==> config.mk <==
export PLATFORM = sky130hd
export DESIGN_NAME = note_scheduler
export DESIGN_NICKNAME = d
export VERILOG_FILES = /design/src/rtl/note_scheduler.sv
export SDC_FILE = /design/constraint.sdc
export NUM_CORES = 1
export LEC_CHECK = 0
export CAP_MARGIN = 0
export CORE_MARGIN = 2
export CORE_UTILIZATION = 49
export DETAILED_ROUTE_END_ITERATION = 10
export PLACE_DENSITY = 0.76
export SYNTH_ARGS = -nofsm -noshare
export SYNTH_HDL_FRONTEND = slang
export SYNTH_SLANG_ARGS = --single-unit
==> constraint.sdc <==
create_clock -name Clock -period 2.45 [get_ports Clock]
set_input_delay 0.49 -clock Clock [delete_from_list [all_inputs] [get_ports Clock]]
set_output_delay 0.49 -clock Clock [all_outputs]
set_load 0.01 [all_outputs]
==> src/rtl/note_scheduler.sv <==
// note_scheduler: arbitrates the synth key input between the live keyboard
// and a song-ROM playback sequencer. Live keys preempt playback and freeze
// its timing counters; playback resumes where it stopped.
module note_scheduler #(
  parameter int TICK_DIV  = 100000,
  parameter int GAP_TICKS = 10,
  parameter int SONG_AW   = 6
) (
  input  logic               Clock,
  input  logic               btnCpuReset,
  input  logic [7:0]         LiveCode,
  input  logic               LiveValid,
  input  logic               PlayStart,
  input  logic               PlayStop,
  output logic [SONG_AW-1:0] RomAddr,
  input  logic [15:0]        RomData,
  output logic [7:0]         KeyCode,
  output logic               Flag,
  output logic               Playing,
  output logic               LiveOwner
);

  localparam int TW = (TICK_DIV > 2) ? $clog2(TICK_DIV) : 1;
  localparam logic [TW-1:0]      TICK_LAST = TW'(TICK_DIV - 1);
  localparam logic [7:0]         GAP_LAST  = 8'(GAP_TICKS - 1);
  localparam logic [SONG_AW-1:0] ADDR_LAST = '1;

  typedef enum logic [2:0] {
    S_IDLE,
    S_FETCH,
    S_LOAD,
    S_NOTE,
    S_GAP
  } state_t;

  state_t             state_q, state_d;
  logic [SONG_AW-1:0] addr_q, addr_d;
  logic [TW-1:0]      tick_q, tick_d;
  logic [7:0]         cnt_q, cnt_d;
  logic [7:0]         code_q, code_d;
  logic [7:0]         dur_q, dur_d;
  logic [7:0]         key_q, key_d;
  logic               flag_q, flag_d;
  logic               playing_q, playing_d;
  logic               owner_q, owner_d;
  logic               live_active;
  logic               tick_wrap;

  assign live_active = LiveValid && (LiveCode != 8'h00);
  assign tick_wrap   = (tick_q == TICK_LAST);

  // Sequencer next state: stop beats start, start beats normal progress;
  // a live key only freezes the NOTE/GAP counters.
  always_comb begin
    state_d = state_q;
    addr_d  = addr_q;
    tick_d  = tick_q;
    cnt_d   = cnt_q;
    code_d  = code_q;
    dur_d   = dur_q;
    if (PlayStop) begin
      state_d = S_IDLE;
      tick_d  = '0;
      cnt_d   = '0;
    end else if (PlayStart) begin
      state_d = S_FETCH;
      addr_d  = '0;
      tick_d  = '0;
      cnt_d   = '0;
    end else begin
      case (state_q)
        S_FETCH: state_d = S_LOAD;
        S_LOAD: begin
          if (RomData[7:0] == 8'h00) begin
            state_d = S_IDLE;
          end else begin
            code_d  = RomData[15:8];
            dur_d   = RomData[7:0];
            tick_d  = '0;
            cnt_d   = '0;
            state_d = S_NOTE;
          end
        end
        S_NOTE: begin
          if (!live_active) begin
            if (tick_wrap) begin
              tick_d = '0;
              if (cnt_q == dur_q - 8'd1) begin
                cnt_d   = '0;
                state_d = S_GAP;
              end else begin
                cnt_d = cnt_q + 8'd1;
              end
            end else begin
              tick_d = tick_q + TW'(1);
            end
          end
        end
        S_GAP: begin
          if (!live_active) begin
            if (tick_wrap) begin
              tick_d = '0;
              if (cnt_q == GAP_LAST) begin
                cnt_d = '0;
                if (addr_q == ADDR_LAST) begin
                  state_d = S_IDLE;
                end else begin
                  addr_d  = addr_q + SONG_AW'(1);
                  state_d = S_FETCH;
                end
              end else begin
                cnt_d = cnt_q + 8'd1;
              end
            end else begin
              tick_d = tick_q + TW'(1);
            end
          end
        end
        default: state_d = S_IDLE;
      endcase
    end
  end

  // Output mux: live key wins, otherwise the latched note while in NOTE.
  always_comb begin
    key_d     = 8'h00;
    owner_d   = 1'b0;
    if (live_active) begin
      key_d   = LiveCode;
      owner_d = 1'b1;
    end else if (state_q == S_NOTE) begin
      key_d   = code_q;
    end
    flag_d    = LiveValid || playing_q;
    playing_d = (state_d != S_IDLE);
  end

  // Control and output registers with synchronous reset.
  always_ff @(posedge Clock) begin
    if (btnCpuReset) begin
      state_q   <= S_IDLE;
      addr_q    <= '0;
      tick_q    <= '0;
      cnt_q     <= '0;
      key_q     <= 8'h00;
      flag_q    <= 1'b0;
      playing_q <= 1'b0;
      owner_q   <= 1'b0;
    end else begin
      state_q   <= state_d;
      addr_q    <= addr_d;
      tick_q    <= tick_d;
      cnt_q     <= cnt_d;
      key_q     <= key_d;
      flag_q    <= flag_d;
      playing_q <= playing_d;
      owner_q   <= owner_d;
    end
  end

  // Latched note code and duration; only read while in NOTE.
  always_ff @(posedge Clock) begin
    code_q <= code_d;
    dur_q  <= dur_d;
  end

  assign RomAddr   = addr_q;
  assign KeyCode   = key_q;
  assign Flag      = flag_q;
  assign Playing   = playing_q;
  assign LiveOwner = owner_q;

endmodule

==> results.txt, run 1 <==
----------------------------------------------------
[Timing]
  Slew Viols, Final ... 0
  Aggregate negative setup slack ... -1800 ps
  Final setup viols ... 9
  Final period util ... 111%
  Transition time of the tightest slew-check pin ... 604 ps
  Minimum clock period after layout ... 2720 ps
  Count of endpoints failing hold in the final timing report ... 0
  Maximum clock rate ... between 300 and 400 MHz
  Unrepaired setup endpoints after global routing ... yes
  Worst max-slew margin expressed relative to the limit ... between 50% and 60%
  Final worst-path setup slack ... -272 ps
  Max Clock Skew ... 8.43 ps

[CTS]
  TritonCTS Buffers ... 9
  H-tree depth ... 3
  Clock latency at the later pin of the worst-skew pair ... 340 ps
  Longest Clk Path Bufs ... 2
  TritonCTS clock tree ... yes
  Number of sinks driven by the clock tree ... 61
  Clk pin slew, worst setup/hold paths ... about 70 ps
  Clock Tree Root ... clkbuf_8
  Hold Buf Count CTS ... 0

[Power]
  Sw Share ... between 20% and 30%
  Power consumption ... ~2200 uW
  Fraction of power consumed by the clock network ... between 40 and 50%
  Net switching power figure ... 469 uW
  Worst IR Drop VDD ... 0.436 mV
  Leak Pwr ... ~0.0015 uW
  Ratio of total power to cell area ... 503 mW/mm2
  Power share of the combinational group ... 6.4%
  Sequential group share of total power ... 48.5%
  Internal power ... 1690 uW

[Logic synthesis]
  Share of Yosys cell area claimed by the top area cell type ... 29.4%
  Fraction of synthesized area in multiplexers ... 0%
  Post-synthesis instance area ... 0.00307 mm2
  Flip-flop and latch count after synthesis ... 61
  Number of unique standard cell types used by synthesis ... 53
  Share of synthesized cell area in and, or, nand and nor gates ... 27.4%
  Fraction of registers with async set/reset ... 0%
  Most common cell in the netlist ... dfxtp_1
  Net Count, Synth ... 368
  Count of flip-flops with a built-in enable after synthesis ... 16
  Compound-gate portion of the synthesized area ... 17.0%
  Sequential-to-total area share from yosys stat ... 45.1%
  Number of synthesis warnings ... 0
  Leading register cell type out of synthesis ... dfxtp_1
  Ranking of synthesized cells by instance count ... 45 x dfxtp_1, 31 x nand2_1, 30 x nor2_1
  Dominant cells by area after synthesis ... dfxtp_1 29%, edfxtp_1 16%, xnor2_1 4.0%, nand2_1 3.8%, nor2_1 3.7%
  Mean cell area of the mapped netlist ... just over 9 um2
  Cells after synthesis ... 334
  Main combinational cell family by area after synthesis ... simple AND/OR/NAND/NOR gates
  Fraction of synthesized cell area in xor and xnor cells ... 5.71%
  Leading area contributor after synthesis ... dfxtp_1
  Adder-cell share of the synthesized area ... 2.04%

[Floorplan]
  Top-level port count ... 46
  Die Wd ... approximately 83 um
  Area enclosed by the die boundary ... 0.00690 mm2
  Starting Density ... 51.2%
  Site row count ... 28
  Core outline area ... 0.00599 mm2
  Overall die height ... 83.1 um

[Critical path]
  Startpoint-to-endpoint class of the critical path ... reg -> reg
  CP top delay family ... simple AND/OR/NAND/NOR gates
  Arrival time of the worst setup path ... 2940 ps
  Required time of the critical path ... 2670 ps
  Max Fanout on Critical Path ... 3
  Buffers plus inverters on the worst setup path ... 1
  Slowest CP cell ... or4_4
  Critical Path End Type ... flop
  Maximum cell stage delay along the critical path ... 440 ps
  Worst setup SP type ... flop
  Ordered list of cells on the worst path ... inv_1 > ha_2 > or3b_4 > or4_4 > a2111oi_4 > and3_4 > a21oi_2 > or3_1

[Run status]
  Violations in the final reports ... negative setup slack
  Run status ... complete, but fails checks

[Run]
  Maximum capacitance violations ... 0

[Finish]
  Final standard cell area without fillers ... approximately 0.0043 mm2
  Diode count ... 0
  Relative area change from synthesis to final layout ... 39.9%
  Nets ... 458
  Final standard cell count with taps included and fillers excluded ... 504
  Fraction of final layout cells sized beyond drive strength 1 ... 22.1%
  Number of filler instances in the final layout ... 454

[Route]
  Antenna-violating nets left ... 0
  Number of iterations in the first detailed-routing pass ... 5
  Post-detailed-route via-to-cell ratio ... 5.74
  Routed via count ... 2892
  DR DRC count ... 0
  Detailed-route wire length ... 7950 um
  Routed wirelength normalized by instance count ... 15.8 um
  Iteration-0 DRC Markers ... 148

[GRT]
  Maximum number of pins on one net before global-route repair ... 17
  Antenna violations before repair ... 0
  First-pass GRT wire length ... 13200 um
  Total congestion overflow ... 0
  Overall track demand over capacity in global routing ... 23.4%
  Number of global-route vias before repair ... 2917

[Hold path]
  Class of the tightest hold or removal check ... in -> reg

[Placed design]
  Pre-CTS worst setup slack ... -557 ps
  Post-DP HPWL ... just under 6000 um
  Placer congestion estimate ... 0.842
  Cell count after placement ... 481
  Placement-stage cell area ... 0.00389 mm2
  Buffers on Ports ... 45

----------------------------------------------------
==> routing by layer <==
metal,global-route usage [%],wire (um),vias up
li1,-,-,1426
met1,28.4,3410,1392
met2,41.1,4190,67
met3,4.97,261,7
met4,8.20,90,0
met5,0,0,-
==> layout by cell type (no fill, tap or decap), types with 5 or more instances in the layout <==
cell,Yosys,final
xor2_1,6,6
o211ai_1,9,9
nor3_1,6,5
xnor2_1,14,14
and3_1,9,8
o21ai_0,10,8
nor2_1,30,30
clkdlybuf4s50_1,0,39
edfxtp_1,16,16
dfxtp_1,45,45
clkbuf_8,0,9
buf_4,0,45
nor4_1,6,5
o2111ai_2,0,5
nand4_1,8,8
dlymetal6s2s_1,0,6
or3_1,5,5
nand2_1,31,31
nand3_1,20,20
inv_1,8,8
a21oi_1,22,19
==> path summary, 6_finish.rpt <==
| path | startpoint | to | slack (ps) | depth (start not counted) |
|---|---|---|---|---|
| worst max register to register | dur_q[0] | Playing | -270 | 8 |
| worst min register to register | Playing | Flag | 480 | 2 |
| worst min-delay path | LiveCode[1] | KeyCode[1] | 450 | 3 |
| worst max-delay path | dur_q[0] | Playing | -270 | 8 |
==> power by group through the flow <==
stage,Sequential (uW),Clock (uW),Combinational [uW]
CTS,1050,988,137
global placement,1070,0,131
detailed placement,1070,0,134
global route,1050,1030,148
floorplan,1070,0,35.9
finish,1050,973,139
==> repair_timing <==
| item | CTS | global route |
|---|---|---|
| setup endpoints to repair | 13 | 21 |
| pin swaps | 8 | 10 |
| buffers inserted | 5 | 2 |
| resized for setup | 18 | 10 |
==> worst min-delay path: cells and delay by family <==
kind,cells,cell delay [ps]
buffers and inverters,1,140
and+or+nand+nor,1,60
AOI/OAI and AO/OA,1,50
==> per-stage QoR <==
step | hold slack, ps | utilization (%)
after detailed placement | 480 | 65.0
after floorplan | 462 | -
after CTS | 485 | 70.8
after global placement | 476 | 65.0
after global routing | 450 | 71.6
final | 448 | 71.6
==> registers in the layout (all words and copies together), names as in the netlist <==
register / count
RomAddr: 6
KeyCode: 8
cnt_q: 8
Playing: 1
tick_q: 17
Flag: 1
code_q: 8
LiveOwner: 1
dur_q: 8
state_q: 3
==> kinds of logic after synthesis <==
logic type	Yosys count
AND/OR/NAND/NOR	153
AO/OA/AOI/OAI	73
flip-flops	61
buffers and inverters	22
XOR/XNOR	20
adder cells (fa/ha/maj)	5
==> layout make-up <==
class	count	area [um2]	area share (%)
well taps	75	93.8	2.19
flip-flops and latches	61	1380	32.2
multi-input cells	251	1720	40.2
clock inverters	7	90.1	2.10
clock buffers	9	124	2.89
inverters	8	30.0	0.700
repair buffers	93	846	19.7
Power figures use the tool's default switching activity.
==> inputs of run 2 (changes only) <==
- CORE_UTILIZATION: 49 -> 50
- PLACE_DENSITY: 0.76 -> 0.75
- clock period: 2.45 -> 2.6 ns (I/O delays scaled with it)
==> results.txt, run 2 (synthesis gave the netlist of run 1 again) <==
----------------------------------------------------
[Hold path]
  Cell count of the worst hold path ... 2
  Class of the tightest hold or removal check ... reg -> reg

[Run]
  Maximum capacitance violations ... 0

[Run status]
  Violations in the final reports ... negative setup slack
  Run status ... complete, but fails checks

[Route]
  DR DRC count ... 0
  Number of iterations in the first detailed-routing pass ... 4
  Detailed-route wire length ... between 7000 and 8000 um
  Routed via count ... 2799
  Routed wirelength normalized by instance count ... 15.9 um
  Iteration-0 DRC Markers ... around 110
  Antenna-violating nets left ... 0
  Post-detailed-route via-to-cell ratio ... 5.70

[Timing]
  Worst max-slew margin expressed relative to the limit ... 65.1%
  Max Clock Skew ... around 9 ps
  Transition time of the tightest slew-check pin ... between 500 and 600 ps
  Minimum clock period after layout ... roughly 2700 ps
  Final worst-path setup slack ... -90.5 ps
  Count of endpoints failing hold in the final timing report ... 0
  Slew Viols, Final ... 0
  Final period util ... 103%
  Final setup viols ... 9
  Aggregate negative setup slack ... -466 ps
  Unrepaired setup endpoints after global routing ... yes
  Maximum clock rate ... about 370 MHz

[Critical path]
  Maximum cell stage delay along the critical path ... 440 ps
  Register-to-Register Path Depth ... 8
  Worst setup SP type ... flop
  Required time of the critical path ... about 2800 ps
  Arrival time of the worst setup path ... 2920 ps
  Max Fanout on Critical Path ... 3
  Slowest CP cell ... or4_4
  Critical Path End Type ... flop
  Ordered list of cells on the worst path ... inv_1 > ha_2 > or3b_4 > or4_4 > a2111oi_4 > and3_4 > a21oi_1 > or3_1
  Startpoint-to-endpoint class of the critical path ... reg -> reg

[Floorplan]
  Top-level port count ... 46
  Starting Density ... 51.8%
  Area enclosed by the die boundary ... 0.00677 mm2
  Overall die height ... 82.3 um
  Die Wd ... ~80 um
  Core outline area ... between 0.005 and 0.006 mm2
  Site row count ... 28

[Finish]
  Diode count ... 0
  Highest-count cells in the layout ignoring fill and taps ... 45 x dfxtp_1, 45 x clkdlybuf4s50_1, 34 x buf_4, 31 x nand2_1, 30 x nor2_1
  Fraction of final layout cells sized beyond drive strength 1 ... between 10% and 20%
  Final standard cell area without fillers ... 0.00408 mm2
  Flip-flop count of the largest register, all copies and words added ... 17
  Top register by number of flip-flops ... tick_q
  Relative area change from synthesis to final layout ... 33.2%
  Core occupancy in the finished layout ... 69.0%
  Nets ... 445

[CTS]
  Number of sinks driven by the clock tree ... around 60
  TritonCTS clock tree ... yes
  H-tree depth ... 3
  Clock latency at the later pin of the worst-skew pair ... 350 ps
  Longest Clk Path Bufs ... 2
  TritonCTS Buffers ... 9
  Clk pin slew, worst setup/hold paths ... 70 ps
  Clock Tree Root ... clkbuf_8

[Power]
  Power consumption ... 2020 uW
  Ratio of total power to cell area ... 494 mW/mm2
  Leak Pwr ... 0.00140 uW
  Worst IR Drop VDD ... around 0.4 mV

[GRT]
  Antenna violations before repair ... 0
  Maximum number of pins on one net before global-route repair ... 17
  First-pass GRT wire length ... 12400 um
  Total congestion overflow ... 0
  Number of global-route vias before repair ... 2688
  Overall track demand over capacity in global routing ... around 24%

[Placed design]
  Buffers on Ports ... 45
  Placer congestion estimate ... 0.853
  Placement-stage cell area ... 0.00382 mm2
  Post-DP HPWL ... 5620 um

----------------------------------------------------
==> run 2: routing by layer <==
metal	up-vias	routed length [um]	track usage (%)
li1	1398	-	-
met1	1317	3340	28.9
met2	67	3940	41.5
met3	17	324	4.57
met4	0	208	12.7
met5	-	0	0
==> run 2: repair_timing <==
| action | in CTS | in global routing |
|---|---|---|
| pin swaps | 2 | 3 |
| gates resized for setup | 3 | 10 |
| buffers inserted | 0 | 1 |
| hold buffers | 0 | 0 |
| setup endpoints to repair | 7 | 13 |
==> run 2: cell type report <==
| class | count | area (um2) |
|---|---|---|
| sequential | 61 | 1380 |
| timing repair buffer | 80 | 717 |
| tap | 75 | 93.8 |
| fill | 487 | 1840 |
| multi-input combinational | 251 | 1660 |
| inverter | 8 | 30.0 |
| clock inverter | 6 | 77.6 |
| clock buffer | 10 | 128 |
==> run 2: final timing paths <==
path             from       to  slack, ps
max reg2reg  dur_q[1]  Playing        -90
min reg2reg   Playing     Flag        500
min           Playing     Flag        500
max          dur_q[1]  Playing        -90
==> run 2: metrics by stage <==
step,instances,hold WS [ps],setup slack [ps]
finish,491,505,-90.5
global route,491,544,-205
CTS,490,508,-88.2
detailed placement,474,487,-435
global placement,474,473,-368
floorplan,334,462,8.78
==> run 2: critical path: cells and delay by family (launching register included) <==
family          cells  cell delay (ps)
compound gates      2              450
fa+ha+maj           1              170
buf+inv             1               80
flops               1              420
simple gates        4             1450
==> run 2: report_power, final <==
part	switching (uW)	internal [uW]	leakage, uW
logic	53.4	72.4	0.000783
registers	3.99	982	0.000508
clock network	375	530	0.000105
total	432	1580	0.00140
==> inputs of run 3 (changes only) <==
- SKIP_CTS_REPAIR_TIMING: unset -> 1
==> results.txt, run 3 (synthesis gave the netlist of run 1 again) <==
----------------------------------------------------
[Run status]
  Run status ... complete, but fails checks
  Violations in the final reports ... negative setup slack

[Power]
  Sequential group share of total power ... 49.0%
  Leak Pwr ... 0.00140 uW
  Power share of the combinational group ... 6.3%
  Internal power ... approximately 1600 uW
  Sw Share ... 21.3%
  Fraction of power consumed by the clock network ... 44.8%
  Ratio of total power to cell area ... 488 mW/mm2
  Net switching power figure ... 430 uW
  Worst IR Drop VDD ... 0.401 mV

[Hold path]
  Class of the tightest hold or removal check ... reg -> reg

[Route]
  Routed wirelength normalized by instance count ... 16.0 um
  Detailed-route wire length ... 7870 um
  DR DRC count ... 0
  Post-detailed-route via-to-cell ratio ... roughly 5.7
  Antenna-violating nets left ... 0
  Number of iterations in the first detailed-routing pass ... 5
  Routed via count ... 2817
  Iteration-0 DRC Markers ... 124

[Floorplan]
  Die Wd ... slightly above 80 um
  Starting Density ... between 50% and 60%
  Area enclosed by the die boundary ... between 0.006 and 0.007 mm2
  Overall die height ... 82.3 um
  Top-level port count ... 46
  Core outline area ... 0.00592 mm2
  Site row count ... 28

[Timing]
  Max Clock Skew ... 9.10 ps
  Minimum clock period after layout ... 2680 ps
  Final worst-path setup slack ... -82.0 ps
  Worst max-slew margin expressed relative to the limit ... 65.6%
  Transition time of the tightest slew-check pin ... 508 ps
  Unrepaired setup endpoints after global routing ... yes
  Maximum clock rate ... 373 MHz
  Count of endpoints failing hold in the final timing report ... 0
  Final period util ... 103%
  Worst hold slack after final layout ... 503 ps
  Final setup viols ... 9
  Slew Viols, Final ... 0

[CTS]
  Clock Tree Root ... clkbuf_8
  Clk pin slew, worst setup/hold paths ... 70 ps
  Longest Clk Path Bufs ... 2
  Number of sinks driven by the clock tree ... 61
  H-tree depth ... 3
  Clock latency at the later pin of the worst-skew pair ... 350 ps
  TritonCTS clock tree ... yes
  TritonCTS Buffers ... 9

[Critical path]
  Worst setup SP type ... flop
  Arrival time of the worst setup path ... 2900 ps
  Startpoint-to-endpoint class of the critical path ... reg -> reg
  Max Fanout on Critical Path ... 5
  Required time of the critical path ... 2820 ps
  Critical Path End Type ... flop

[Finish]
  Nets ... 446
  Highest-count cells in the layout ignoring fill and taps ... 45 x dfxtp_1, 45 x clkdlybuf4s50_1, 33 x buf_4, 31 x nand2_1, 30 x nor2_1
  Top register by number of flip-flops ... tick_q
  Final standard cell count with taps included and fillers excluded ... 492
  Fraction of final layout cells sized beyond drive strength 1 ... ~18%
  Flip-flop count of the largest register, all copies and words added ... 17
  Diode count ... 0
  Relative area change from synthesis to final layout ... 34.6%

[Run]
  Maximum capacitance violations ... 0

[Placed design]
  Buffers on Ports ... 45
  Placer congestion estimate ... ~0.85
  Cell count after placement ... around 470
  Post-DP HPWL ... 5620 um

[GRT]
  Antenna violations before repair ... 0
  Maximum number of pins on one net before global-route repair ... 17
  First-pass GRT wire length ... 12300 um
  Number of global-route vias before repair ... 2686
  Overall track demand over capacity in global routing ... around a quarter
  Total congestion overflow ... 0

----------------------------------------------------
==> run 3: path summary, 6_finish.rpt <==
check,depth (start not counted),from,end,slack (ps)
worst min register to register,2,Playing,Flag,500
worst min-delay path,2,Playing,Flag,500
worst max register to register,10,dur_q[1],cnt_q[7],-80
worst max-delay path,10,dur_q[1],cnt_q[7],-80
==> run 3: area by class of cell <==
cell class / instances / area [um2]
inverter: 8 / 30.0
sequential: 61 / 1380
timing repair buffer: 81 / 732
fill: 479 / 1800
clock inverter: 6 / 77.6
clock buffer: 10 / 128
multi-input combinational: 251 / 1680
tap: 75 / 93.8
==> run 3: routing by layer <==
layer,vias up,global-route usage [%],routed length (um)
li1,1399,-,-
met1,1336,28.9,3400
met2,62,41.3,4000
met3,20,4.57,248
met4,0,12.7,225
met5,-,0,0
==> run 3: power by group through the flow <==
stage               logic, uW  clock network [uW]  registers (uW)
finish                    126                 901             986
CTS                       124                 909             986
global route              136                 948             986
floorplan                33.3                   0            1010
global placement          121                   0            1010
detailed placement        123                   0            1010
==> run 3: critical path, cell delays in order (launching register included) <==
cell and delay [ps]:
edfxtp_1 420, inv_1 80, ha_2 170, or3b_4 380, or4_4 440, a2111oi_4 320
buf_4 180, a31oi_4 110, buf_6 160, o21ai_1 150, o311ai_2 120
==> run 3: metrics by stage <==
| step | util [%] | cell area (um2) | TNS (ps) | setup WS, ps | power [uW] |
|---|---|---|---|---|---|
| 2_1_floorplan | - | 3070 | 0 | 8.78 | 1040 |
| 3_3_place_gp | 64.5 | 3820 | -5380 | -368 | 1130 |
| 3_5_place_dp | 64.5 | 3820 | -6670 | -435 | 1130 |
| 4_1_cts | 67.9 | 4020 | -401 | -91.5 | 2020 |
| 5_1_grt | 69.7 | 4130 | -1430 | -193 | 2070 |
| 6_report | 69.7 | 4130 | -477 | -82.0 | 2010 |
